File: src/rtl/mvm_act_pack.sv
// Activation pack stage: ReLU, rounding requantization and int8 saturation of
// matrix-vector results, collected per vector in a ping-pong buffer and streamed out.
module mvm_act_pack #(
  parameter int NROWS   = 3,
  parameter int SHIFT   = 4,
  parameter bit RELU_EN = 1'b1
) (
  input  logic        clk,
  input  logic        reset_n,
  input  logic        s_valid,
  output logic        s_ready,
  input  logic [15:0] data_in,
  input  logic        ovf_in,
  output logic        m_valid,
  input  logic        m_ready,
  output logic [7:0]  data_out,
  output logic        m_last,
  output logic        ovf_out
);

  localparam int IDX_W = (NROWS > 1) ? $clog2(NROWS) : 1;
  localparam logic [IDX_W-1:0] LAST_IDX = IDX_W'(NROWS - 1);
  localparam logic signed [16:0] RND = (SHIFT > 0) ? 17'(1 << (SHIFT - 1)) : 17'sd0;

  // ReLU, add half an LSB and shift; 17 bits so the rounding add cannot wrap
  function automatic logic signed [16:0] requant(input logic signed [15:0] d);
    logic signed [15:0] r;
    logic signed [16:0] t;
    r = (RELU_EN && (d < 16'sd0)) ? 16'sd0 : d;
    t = $signed({r[15], r}) + RND;
    return t >>> SHIFT;
  endfunction

  function automatic logic signed [7:0] sat8(input logic signed [16:0] q);
    if (q > 17'sd127)
      return 8'sd127;
    else if (q < -17'sd128)
      return -8'sd128;
    return q[7:0];
  endfunction

  function automatic logic sat_hit(input logic signed [16:0] q);
    return (q > 17'sd127) || (q < -17'sd128);
  endfunction

  logic signed [7:0]  bank_mem [2][NROWS];
  logic [1:0]         full;
  logic [1:0]         flag;
  logic               wr_bank;
  logic               rd_bank;
  logic [IDX_W-1:0]   wr_idx;
  logic [IDX_W-1:0]   rd_idx;

  logic signed [16:0] q_p0;
  logic signed [7:0]  act_p0;
  logic               sat_p0;
  logic               in_acc;
  logic               out_acc;

  assign q_p0   = requant($signed(data_in));
  assign act_p0 = sat8(q_p0);
  assign sat_p0 = sat_hit(q_p0);

  assign s_ready = !full[wr_bank];
  assign m_valid = full[rd_bank];
  assign in_acc  = s_valid && s_ready;
  assign out_acc = m_valid && m_ready;

  // Bank storage is data only and never reset; data_out is masked until a vector is ready
  always_ff @(posedge clk) begin
    if (in_acc)
      bank_mem[wr_bank][wr_idx] <= act_p0;
  end

  assign data_out = m_valid ? bank_mem[rd_bank][rd_idx] : 8'd0;
  assign m_last   = (rd_idx == LAST_IDX);
  assign ovf_out  = flag[rd_bank];

  // Fill and drain always target different banks, so their updates never collide
  always_ff @(posedge clk) begin
    if (!reset_n) begin
      full    <= 2'b00;
      flag    <= 2'b00;
      wr_bank <= 1'b0;
      rd_bank <= 1'b0;
      wr_idx  <= '0;
      rd_idx  <= '0;
    end else begin
      if (in_acc) begin
        flag[wr_bank] <= flag[wr_bank] | ovf_in | sat_p0;
        if (wr_idx == LAST_IDX) begin
          full[wr_bank] <= 1'b1;
          wr_idx        <= '0;
          wr_bank       <= ~wr_bank;
        end else begin
          wr_idx <= wr_idx + 1'b1;
        end
      end
      if (out_acc) begin
        if (rd_idx == LAST_IDX) begin
          full[rd_bank] <= 1'b0;
          flag[rd_bank] <= 1'b0;
          rd_idx        <= '0;
          rd_bank       <= ~rd_bank;
        end else begin
          rd_idx <= rd_idx + 1'b1;
        end
      end
    end
  end

endmodule

File: config.mk
export PLATFORM = sky130hd
export DESIGN_NAME = mvm_act_pack
export DESIGN_NICKNAME = d
export VERILOG_FILES = /design/src/rtl/mvm_act_pack.sv
export SDC_FILE = /design/constraint.sdc
export NUM_CORES = 1
export LEC_CHECK = 0
export ABC_AREA = 1
export CAP_MARGIN = 25
export CORE_ASPECT_RATIO = 1.1
export CORE_MARGIN = 5
export CORE_UTILIZATION = 45
export DETAILED_ROUTE_END_ITERATION = 16
export HOLD_SLACK_MARGIN = 0.03
export PLACE_DENSITY = 0.65
export SYNTH_ARGS = -nofsm -noshare
export SYNTH_HDL_FRONTEND = slang
export SYNTH_SLANG_ARGS = --single-unit
File: constraint.sdc
create_clock -name clk -period 1.9 [get_ports clk]
set_input_delay 0.38 -clock clk [delete_from_list [all_inputs] [get_ports clk]]
set_output_delay 0.38 -clock clk [all_outputs]
set_load 0.02 [all_outputs]
==> impl_metrics.ini, run 1 <==
[outcome]
status = finished with violations
violations = setup timing

[global_route]
grt_pass1_vias = 2067
grt_pass1_wl_um = 9720
overflow = 0
grt_start_max_net_pins = 25
antenna_found_initial = 0
grt_usage_pct = 16.7

[routing]
wl_per_cell_um = 14.1
postRouteAntennaNets = 0
drc = 0
drt-total-wl_um = 6090
first_pass_iters = 5
drtIter0Drc = 144
viasPerCell = 4.86
vias = 2100

[setup_path]
path_cells = inv_6 > nor2_4 > buf_6 > o21ai_1 > o221ai_1 > nand2_1 > inv_1 > buf_6
crit_start = rd_idx[1]
reg2reg_setup_slack_ns = 0.24
reg2reg_depth = 8
critPathLaunchType = flop
worst-setup-path-type = flop to primary output
required_ns = 1.52
crit_top_cell = buf_6
endpoint_kind = primary output
cp-endpoint = data_out[2]
r2r-end = bank_mem[1][8]
crit_family = flip-flops
cp_slowest_cell = dfxtp_4
critPathBufInv = 4
r2r_start = wr_bank
slowest_delay_ns = 0.39
worstSetupPathDepth = 8
crit_arrival_ns = 1.55
path_max_fanout = 6

[sta]
fin_crit_ns = 1.93
fmaxAchievable_ghz = 0.517
finalSetupTns_ns = -0.0914
setup_viol = 5
period_share_pct = 102
rsz0062_at_grt = yes
clock_skew_ns = 0.0112
maxSlewViolCount = 0
final_hold_viol_count = 0
setup_ws_ns = -0.0333

[cells_and_area]
nFillCells = 479
final_cells = 432
mostFrequentLayoutCells = nor2_1 (52), edfxtp_1 (48), buf_4 (37)
stdcell_area_mm2 = 0.00374
drive_gt1_share_pct = 31.5
nNetsFinal = 372
diodes = 0
multiInputGateArea_um2 = 957
layout.cells.most_common = nor2_1
area_growth_pct = 40.6
regArea_mm2 = 0.00167

[logic_synthesis]
async_reset_ff_share_pct = 0
seq_area_frac_synth_pct = 62.6
synthFlopType = edfxtp_1
synth_cells = 265
netlist_area_mm2 = 0.00266
synth-seq-cells = 59
synth-edff-count = 48
avgSynthCellArea_um2 = 10.0
synth.distinct_cells = 31
ys_warn_count = 0

[clock_network]
clockBufferDepth = 2
cts_tree = yes
cts_hold_buf = 0
worstSkewPairLatency_ns = 0.33
root_buffer = clkbuf_8
path_clk_slew_ns = 0.07
cts_buffers = 9
clock-sinks = 59
htree_levels = 3

[floorplanning]
rows = 29
dieArea_mm2 = 0.00754
io_pins = 33
dieHeight_um = 90.6
core-area_mm2 = 0.00577
die_x_um = 83.3
start_util_pct = 46.0

[place]
gp_congestion = 0.816
port_buffers = 29
place_area_mm2 = 0.00333
place.detailed.hpwl_um = 3940
place_ws_ns = -0.528
dp_cells = 406

[hold_path]
hold_path_class = flop to flop

[power_and_ir_drop]
power_mw = 2.65
ir_drop_uv = 374
p_leak_nw = 1.56
power_density_mw_per_mm2 = 709

[job]
maxCapViolCount = 0
==> cell type report <==
class,count,share of cell area (%)
flip-flops and latches,59,44.8
well taps,77,2.58
clock buffers,9,3.32
clock inverters,7,0.938
repair buffers,75,19.2
multi-input cells,173,25.6
inverters,32,3.55
==> flip-flops by register name, indices dropped and copies added, names as in the netlist, named ones only <==
| signal | count |
|---|---|
| bank_mem | 48 |
| flag | 2 |
| full | 2 |
| rd_bank | 1 |
| rd_idx | 2 |
| wr_bank | 1 |
| wr_idx | 2 |
==> synthesized netlist by cell type, types with 2 or more instances <==
master	count	share of area, %
nor2_1	57	8.1
edfxtp_1	48	54
nand2_1	33	4.7
inv_1	28	4.0
o21ai_0	27	5.1
dfxtp_1	11	8.3
o221ai_1	8	2.6
a21oi_1	6	1.1
clkbuf_1	5	0.71
nand3_1	5	0.94
nor2_2	5	1.2
nor3_1	3	0.57
o21ai_1	3	0.57
inv_2	2	0.28
nand2_2	2	0.47
nand4_1	2	0.47
nor2_4	2	0.85
o21a_1	2	0.57
o21ai_2	2	0.66
xnor2_1	2	0.66
xor2_1	2	0.66
==> cells by family after synthesis <==
kind of cell / Yosys count / synth area share [%]
xor gates and xnor gates: 4 / 1.32
DFF: 59 / 62.6
other: 1 / 0.141
buffers and inverters: 38 / 5.75
and+or+nand+nor: 111 / 17.9
adders and majority gates: 1 / 0.471
AOI/OAI and AO/OA: 51 / 11.9
==> worst reg2reg max path, stage by stage, from the launching register on <==
cell and delay [ns]:
dfxtp_1 0.34, inv_2 0.07, or2_1 0.24, o21ai_2 0.08
nand2_2 0.09, inv_2 0.09, nand3_1 0.12, nor2_1 0.12
buf_4 0.20
==> metal layers <==
metal  vias up  track usage (%)  part of all wire (%)  wire (µm)
met1       951             20.2                    43       2620
met4         0             7.90                   3.4        209
li1       1067                -                     -          -
met5         -                0                     0          0
met3        18             4.20                   4.7        283
met2        64             27.7                    49       2970
==> where the power goes <==
part | total [mW] | internal [mW] | switching [mW] | leakage, nW
Sequential | 1.46 | 1.44 | 0.0135 | 0.524
Combinational | 0.278 | 0.130 | 0.148 | 0.959
Clock | 0.913 | 0.451 | 0.462 | 0.0752
Total | 2.65 | 2.02 | 0.624 | 1.56
==> how the worst min path moves through the flow <==
stage                         start         to  slack, ns  depth (start not counted)
final                     wr_idx[1]  wr_idx[1]       0.48                          2
after global routing      wr_idx[1]  wr_idx[1]       0.51                          2
after CTS                 wr_idx[1]  wr_idx[1]       0.48                          2
after detailed placement  wr_idx[1]  wr_idx[1]       0.47                          2
after global placement    wr_idx[1]  wr_idx[1]       0.47                          2
after floorplan           wr_idx[1]  wr_idx[1]       0.45                          2
==> through the flow <==
step | utilization, % | hold WS (ns)
finish | 64.8 | 0.484
detailed placement | 57.7 | 0.474
global placement | 57.7 | 0.465
CTS | 61.5 | 0.484
floorplan | - | 0.453
global route | 64.8 | 0.511
==> what timing repair did <==
item / 4_1_cts / 5_1_grt
cloned: 0 / 1
pin swaps: 10 / 29
endpoints found under the setup margin: 54 / 51
setup buffers: 3 / 6
resized for setup: 72 / 57
Note: power is estimated with default switching activity, not from simulation.
==> run 2: changes to the inputs <==
Settings changed: CORE_UTILIZATION 45 to 35, GPL_ROUTABILITY_DRIVEN set to 0, PLACE_DENSITY 0.65 to 0.53.
==> impl_metrics.ini, run 2 (synthesis results as in run 1) <==
[outcome]
status = finished with violations
violations = setup timing

[routing]
drc = 0
wl_per_cell_um = 13.5
vias = 2062
first_pass_iters = 4
drtIter0Drc = 46
viasPerCell = 4.59
drt-total-wl_um = 6040
postRouteAntennaNets = 0

[clock_network]
cts_hold_buf = 0
path_clk_slew_ns = 0.07
worstSkewPairLatency_ns = 0.34
htree_levels = 3
root_buffer = clkbuf_8
cts_tree = yes
clock-sinks = 59
cts_buffers = 9
clockBufferDepth = 2

[setup_path]
critPathLaunchType = flop
crit_arrival_ns = 1.55
critPathBufInv = 5
crit_family = buffers and inverters
required_ns = 1.52
endpoint_kind = primary output
path_cells = inv_4 > nor2_4 > buf_6 > buf_6 > o21ai_2 > o221ai_2 > nand2_1 > inv_1 > buf_6
crit_top_cell = buf_6
r2r_start = wr_bank
path_max_fanout = 6
crit_start = rd_idx[1]
slowest_delay_ns = 0.38
cp_slowest_cell = dfxtp_4
worst-setup-path-type = flop to primary output

[job]
maxCapViolCount = 0

[global_route]
antenna_found_initial = 0
overflow = 0
grt_pass1_vias = 2022
grt_start_max_net_pins = 16
grt_usage_pct = 13.6
grt_pass1_wl_um = 9620

[cells_and_area]
mostFrequentLayoutCells = nor2_1 (51), edfxtp_1 (48), buf_4 (42)
largest_register_ffs = 48
top_register = bank_mem
drive_gt1_share_pct = 33.4
multiInputGateArea_um2 = 935
layout.cells.most_common = nor2_1
nNetsFinal = 379
diodes = 0
regArea_mm2 = 0.00167
final_util_pct = 50.7
area_growth_pct = 42.0
nFillCells = 694

[place]
place.detailed.hpwl_um = 4230
port_buffers = 29

[hold_path]
min_from = wr_idx[1]
hold_path_class = flop to flop

[sta]
clock_skew_ns = 0.00882
setup_viol = 1
period_share_pct = 102
rsz0062_at_grt = yes
setup_ws_ns = -0.0349
fmaxAchievable_ghz = 0.517
finalSetupTns_ns = -0.0349
fin_crit_ns = 1.93
final_hold_viol_count = 0
maxSlewViolCount = 0

[floorplanning]
die_x_um = 93.1
dieArea_mm2 = 0.00943
rows = 33
io_pins = 33
start_util_pct = 35.7
core-area_mm2 = 0.00743
dieHeight_um = 101

[power_and_ir_drop]
power_mw = 2.70
netSwitchingFraction_pct = 24.5
p_leak_nw = 1.57
p_clk_share_pct = 35.8
pwr-share-comb_pct = 10.2
power_density_mw_per_mm2 = 716
p_seq_share_pct = 53.9
p_sw_mw = 0.661
ir_drop_uv = 350
p_int_mw = 2.04
==> run 2: cell count changes in the layout (fill, tap and decap cells not counted), sizes merged <==
cell | before | now
buf | 53 | 61
clkbuf | 11 | 10
clkdlybuf4s15 | 1 | 3
clkinvlp | 2 | 3
dlygate4sd2 | 5 | 3
inv | 32 | 31
==> run 2: final cells by class <==
| type | count | area share, % |
|---|---|---|
| multi-input cells | 173 | 24.8 |
| repair buffers | 82 | 20.2 |
| flip-flops and latches | 59 | 44.3 |
| clock inverters | 7 | 1.19 |
| well taps | 87 | 2.89 |
| inverters | 32 | 3.32 |
| clock buffers | 9 | 3.28 |
==> run 2: timing repair <==
| action | CTS | global route |
|---|---|---|
| resized for setup | 75 | 47 |
| pin swaps | 9 | 19 |
| gates cloned | 0 | 0 |
| endpoints found under the setup margin | 54 | 51 |
| endpoints found under the hold margin | 0 | 0 |
| buffers inserted | 7 | 5 |
==> run 2: final timing paths <==
path | depth (start not counted) | slack (ns) | endpoint
setup reg to reg | 8 | 0.20 | bank_mem[0][18]
hold / removal | 2 | 0.48 | wr_idx[1]
setup / recovery | 9 | -0.03 | data_out[2]
hold reg to reg | 2 | 0.48 | wr_idx[1]
==> run 2: worst reg2reg max path, cell delays in order (launching register included) <==
cell and delay, ns:
dfxtp_1 0.36, inv_2 0.08, or2_1 0.24, o21ai_2 0.08, nand2_2 0.09, inv_2 0.09, nand2_1 0.09, nor2_1 0.19
buf_4 0.19
==> run 2: per-stage QoR <==
stage | cells | area [µm²] | setup WS [ns] | hold WS, ns
6_report | 449 | 3770 | -0.0349 | 0.482
2_1_floorplan | 270 | 2680 | -0.0153 | 0.453
3_5_place_dp | 422 | 3380 | -0.551 | 0.474
3_3_place_gp | 422 | 3380 | -0.510 | 0.466
5_1_grt | 449 | 3770 | -0.0976 | 0.524
4_1_cts | 445 | 3660 | -0.0420 | 0.485
==> run 2: power by group through the flow <==
stage / Sequential (mW) / Combinational [mW] / Clock [mW]
after floorplan: 1.48 / 0.131 / 0
after global placement: 1.48 / 0.264 / 0
after detailed placement: 1.48 / 0.265 / 0
after CTS: 1.46 / 0.268 / 0.986
after global routing: 1.46 / 0.308 / 1.05
final: 1.46 / 0.277 / 0.966
==> run 2: per-layer routing <==
layer / vias to the layer above / wire length [µm] / GRT usage (%)
met4: 0 / 181 / 8.68
met5: - / 0 / 0
met2: 39 / 2970 / 22.8
met1: 931 / 2680 / 16.3
met3: 16 / 204 / 2.15
li1: 1076 / - / -
